--- config.mk ---
export PLATFORM = sky130hd
export DESIGN_NAME = serial_adder_ctrl
export DESIGN_NICKNAME = d
export VERILOG_FILES = /design/src/rtl/serial_adder_pkg.sv /design/src/rtl/serial_adder_fa_cell.sv /design/src/rtl/serial_adder_ctrl.sv
export SDC_FILE = /design/constraint.sdc
export NUM_CORES = 1
export LEC_CHECK = 0
export BUFFER_PORTS_ARGS = -buffer_cell sky130_fd_sc_hd__buf_2
export CORE_AREA = 5 5 61 63
export DETAILED_ROUTE_END_ITERATION = 7
export DIE_AREA = 0 0 66 68
export MAX_ROUTING_LAYER = met4
export PLACE_DENSITY = 0.92
export SLEW_MARGIN = 25
export SYNTH_ARGS = -nofsm -noshare
export SYNTH_HDL_FRONTEND = slang
export SYNTH_SLANG_ARGS = --single-unit
--- constraint.sdc ---
create_clock -name clk -period 2.8 [get_ports clk]
set_clock_uncertainty 0.05 [all_clocks]
set_input_delay 0.56 -clock clk [delete_from_list [all_inputs] [get_ports clk]]
set_output_delay 0.56 -clock clk [all_outputs]
set_load 0.1 [all_outputs]
--- src/rtl/serial_adder_pkg.sv ---
// Shared definitions for the serial adder controller: state encoding and
// the default operand width.
package serial_adder_pkg;

  typedef enum logic [1:0] {
    ST_IDLE = 2'd0,
    ST_RUN  = 2'd1,
    ST_DONE = 2'd2
  } state_t;

  localparam int DEFAULT_WIDTH = 8;

endpackage

--- src/rtl/serial_adder_fa_cell.sv ---
// One-bit full adder built from two half-adder stages and an OR.
// Purely combinational; the controller owns all state.
module fa_cell (
  input  logic x,
  input  logic y,
  input  logic ci,
  output logic s,
  output logic co
);

  logic hs1;
  logic hc1;
  logic hc2;

  // First half adder combines the operand bits, second folds in carry-in.
  assign hs1 = x ^ y;
  assign hc1 = x & y;
  assign s   = hs1 ^ ci;
  assign hc2 = hs1 & ci;
  assign co  = hc1 | hc2;

endmodule

--- src/rtl/serial_adder_ctrl.sv ---
// Serial adder sequencer: latches two WIDTH-bit operands on start, then feeds
// one bit pair per cycle (LSB first) through a single full-adder cell,
// carrying between cycles. Result and carry-out are registered and held
// until the next completion.
module serial_adder_ctrl
  import serial_adder_pkg::*;
#(
  parameter int WIDTH = DEFAULT_WIDTH
) (
  input  logic             clk,
  input  logic             rst,
  input  logic             start,
  input  logic [WIDTH-1:0] a,
  input  logic [WIDTH-1:0] b,
  output logic             busy,
  output logic             done,
  output logic [WIDTH-1:0] sum,
  output logic             cout
);

  localparam int CNT_W = (WIDTH > 1) ? $clog2(WIDTH) : 1;
  localparam logic [CNT_W-1:0] CNT_LAST = CNT_W'(WIDTH - 1);

  state_t           state_q, state_d;
  logic [WIDTH-1:0] opa_q, opa_d;
  logic [WIDTH-1:0] opb_q, opb_d;
  logic [WIDTH-1:0] psum_q, psum_d;
  logic [WIDTH-1:0] sum_q, sum_d;
  logic [CNT_W-1:0] cnt_q, cnt_d;
  logic             carry_q, carry_d;
  logic             cout_q, cout_d;

  logic             fa_s;
  logic             fa_co;

  // Shift a vector right by one, inserting a new bit at the MSB. Written
  // as a function so that WIDTH=1 needs no special-case slicing.
  function automatic logic [WIDTH-1:0] shr_in(input logic [WIDTH-1:0] v,
                                              input logic             msb);
    logic [WIDTH-1:0] r;
    r = v >> 1;
    r[WIDTH-1] = msb;
    return r;
  endfunction

  // The single shared adder cell always sees the current LSBs and carry.
  fa_cell u_fa (
    .x  (opa_q[0]),
    .y  (opb_q[0]),
    .ci (carry_q),
    .s  (fa_s),
    .co (fa_co)
  );

  // State and datapath registers; reset clears everything so an aborted
  // operation leaves no stale result visible.
  always_ff @(posedge clk or posedge rst) begin
    if (rst) begin
      state_q <= ST_IDLE;
      opa_q   <= '0;
      opb_q   <= '0;
      psum_q  <= '0;
      sum_q   <= '0;
      cnt_q   <= '0;
      carry_q <= 1'b0;
      cout_q  <= 1'b0;
    end else begin
      state_q <= state_d;
      opa_q   <= opa_d;
      opb_q   <= opb_d;
      psum_q  <= psum_d;
      sum_q   <= sum_d;
      cnt_q   <= cnt_d;
      carry_q <= carry_d;
      cout_q  <= cout_d;
    end
  end

  // Next-state and datapath sequencing: accept in IDLE, one bit per RUN
  // cycle, result commit on the last RUN edge, one-cycle DONE.
  always_comb begin
    state_d = state_q;
    opa_d   = opa_q;
    opb_d   = opb_q;
    psum_d  = psum_q;
    sum_d   = sum_q;
    cnt_d   = cnt_q;
    carry_d = carry_q;
    cout_d  = cout_q;

    unique case (state_q)
      ST_IDLE: begin
        if (start) begin
          opa_d   = a;
          opb_d   = b;
          carry_d = 1'b0;
          cnt_d   = '0;
          state_d = ST_RUN;
        end
      end

      ST_RUN: begin
        psum_d  = shr_in(psum_q, fa_s);
        opa_d   = opa_q >> 1;
        opb_d   = opb_q >> 1;
        carry_d = fa_co;
        cnt_d   = cnt_q + CNT_W'(1);
        if (cnt_q == CNT_LAST) begin
          // The bit computed this cycle must be part of the committed sum.
          sum_d   = shr_in(psum_q, fa_s);
          cout_d  = fa_co;
          state_d = ST_DONE;
        end
      end

      ST_DONE: begin
        state_d = ST_IDLE;
      end

      default: begin
        state_d = ST_IDLE;
      end
    endcase
  end

  assign busy = (state_q == ST_RUN);
  assign done = (state_q == ST_DONE);
  assign sum  = sum_q;
  assign cout = cout_q;

endmodule

==> flow_summary.yaml <==
clocking:
  clk_transition_reported_paths_ps: 110
  cts_max_path_buffers: 2
  tritoncts: "done"
  cts-hold-fix-buffers: 0
  cts_buffers: 5
  post_cts_buffers: 0
  cts_resized: 0
  clk_tree_root_cell: "clkbuf_4"
  cts.sinks: 38
  worst_skew_late_latency_ps: 340
  h-tree-depth: 2
synthesis:
  synth_ff_type: "dfrtp_1"
  share_of_yosys_cell_area_claimed_by_the_top_area_cell_type_pct: 53.82
  synth.yosys.warnings: 0
  top_cells_by_area_synth: "dfrtp_1 (54%), mux2_2 (8.9%), a221oi_1 (5.9%), nor3b_1 (5.1%), nor2b_1 (3.9%)"
  synthDistinctLibCells: 23
  synthArstFlopShare_pct: 100.0
  seq_area_frac_synth_pct: 53.82
  synth.largest_area_cell: "dfrtp_1"
  avg_synthesized_cell_area_sq_um: 12.27
  synth.top_cells.by_count: "dfrtp_1 (38), inv_1 (18), mux2_2 (14)"
  synthesized_instance_count: 144
  syn_nets: 166
  synth-seq-cells: 38
  synth_area_sq_mm: 0.001767
  synth_edf_count: 0
  most_repeated_cell_in_the_gate_level_netlist_after_synthesis: "dfrtp_1"
route:
  drt_drc_violations_left: 0
  routed-via-count: 1173
  detail_route.wl_per_cell_microns: 15.27
  vias_per_cell: 5.381
  drtAntennaViolNets: 0
  drt-initial-drc-count: 36
  dr.pass1.iters: 4
  finalWirelength_microns: 3328
critical_path:
  worst_r2r_path_depth: 4
  timing.critical_path.to_type: "primary output"
  cp.arrival_ps: 1620
  worst_ep_required_time_ps: 2190
  startpoint_type_of_the_worst_setup_path: "register"
  crit_fanout: 27
  critical_path_class: "reg -> out"
global_route:
  use_met2_pct: 27.41
  grt_start_max_net_pins: 39
  met1_usage_pct: 21.61
  gr-usage-all-layers_pct: 17.59
  global_route.usage.met3_pct: 3.941
  grt_pass1_vias: 1196
  grt_overflow_total: 0
  antenna_found_initial: 0
  grt.busiest_layer: "met2"
  grt_first_pass_wirelength_microns: 5685
finish:
  seq_area_sq_um: 950.9
  antenna_cells: 0
  syn2layout_area_growth_pct: 10.91
  post-route-util_pct: 61.63
  multiInputGateArea_sq_um: 670.6
  finish.net_count: 194
  fill_cells: 282
  layout-drive-gt1-share_pct: 31.40
timing:
  timing.final.crit_share_pct: 79.78
  period_needed_ps: 2234
  tightestPinTransition_ps: 602.9
  timing.fmax_ghz: 0.4476
  rsz0062_at_grt: "no"
  final-max-slew-violation-count: 0
  finalHoldViolations: 0
  final-setup-viol-count: 0
  fin_worst_hold_slack_ps: 259.5
  relSlewSlack_pct: 59.73
  fin_ws_ps: 566.1
  fin_setup_tns_ps: 0
floorplan:
  die_y_microns: 68
  core_area_sq_mm: 0.003179
  design.die.area_sq_mm: 0.004488
  i_o_pins: 30
  floorplan.initialDensity_pct: 55.57
  fp-row-count: 21
  die_width_microns: 66
placement:
  portBuffers: 29
  globalplace.congestion: 0.7776
  post-dp-hpwl_microns: 2329
  detailedPlace.worstSlack_ps: 953.7
run:
  max-cap-violations: 0
hold_path:
  hold_class: "in -> async"
outcome:
  outcome: "complete, no violations"
## cells by family (layout without fill, tap and decap cells)
group	after synthesis	count (layout)	share of synthesized area [%]
mux	17	17	10.84
buf+inv	29	57	8.215
fa+ha+maj	3	3	2.549
compound gates	21	21	11.19
flops	38	38	53.82
simple gates	36	36	13.39
## layer usage
| metal | part of all wire (%) | up-vias |
|---|---|---|
| li1 | - | 558 |
| met1 | 45 | 570 |
| met2 | 48 | 41 |
| met3 | 5.3 | 4 |
| met4 | 1.3 | 0 |
| met5 | 0 | - |
## sequential cells by signal, summed over array words and instances, names as in the netlist
| register | cells |
|---|---|
| cnt_q | 3 |
| carry_q | 1 |
| opa_q | 8 |
| cout | 1 |
| psum_q | 7 |
| opb_q | 8 |
| state_q | 2 |
| sum | 8 |
## critical path, cell delays in order (launching register included)
cell,delay [ps]
dfrtp_1,400
buf_4,280
nor2b_1,160
buf_2,430
## path summary, 6_finish.rpt
path / from / endpoint / slack [ps]
hold / removal: rst / opa_q[7] / 260
min in group clk: psum_q[1] / psum_q[1] / 440
setup / recovery: state_q[1] / done / 570
max in group asynchronous: rst / sum[0] / 2100
hold reg to reg: psum_q[1] / psum_q[1] / 440
setup reg to reg: cnt_q[0] / sum[1] / 1030
## layout make-up
cell class | instances | area share [%]
repair buffers | 32 | 8.557
multi-input cells | 77 | 34.23
flip-flops and latches | 38 | 48.53
clock buffers | 7 | 2.299
well taps | 46 | 2.937
inverters | 18 | 3.448
## layout by cell type (no fill, tap or decap), types with 3 or more instances in the layout
cell and count:
dfrtp_1 38, buf_2 29, inv_1 18, mux2_2 14, nor3b_1 12, a221oi_1 12
nor2b_1 11, nor2_1 7, clkbuf_4 5, a22o_1 3, mux2_1 3, buf_4 3
## metrics by stage
| step | area [sq um] | instances |
|---|---|---|
| after global placement | 1914 | 211 |
| after floorplan | 1767 | 144 |
| after detailed placement | 1914 | 211 |
| after CTS | 1959 | 218 |
| final | 1959 | 218 |
| after global routing | 1959 | 218 |
Power is not shown: default switching activity piles up to over one toggle a cycle in this logic, so the estimate is an artifact.
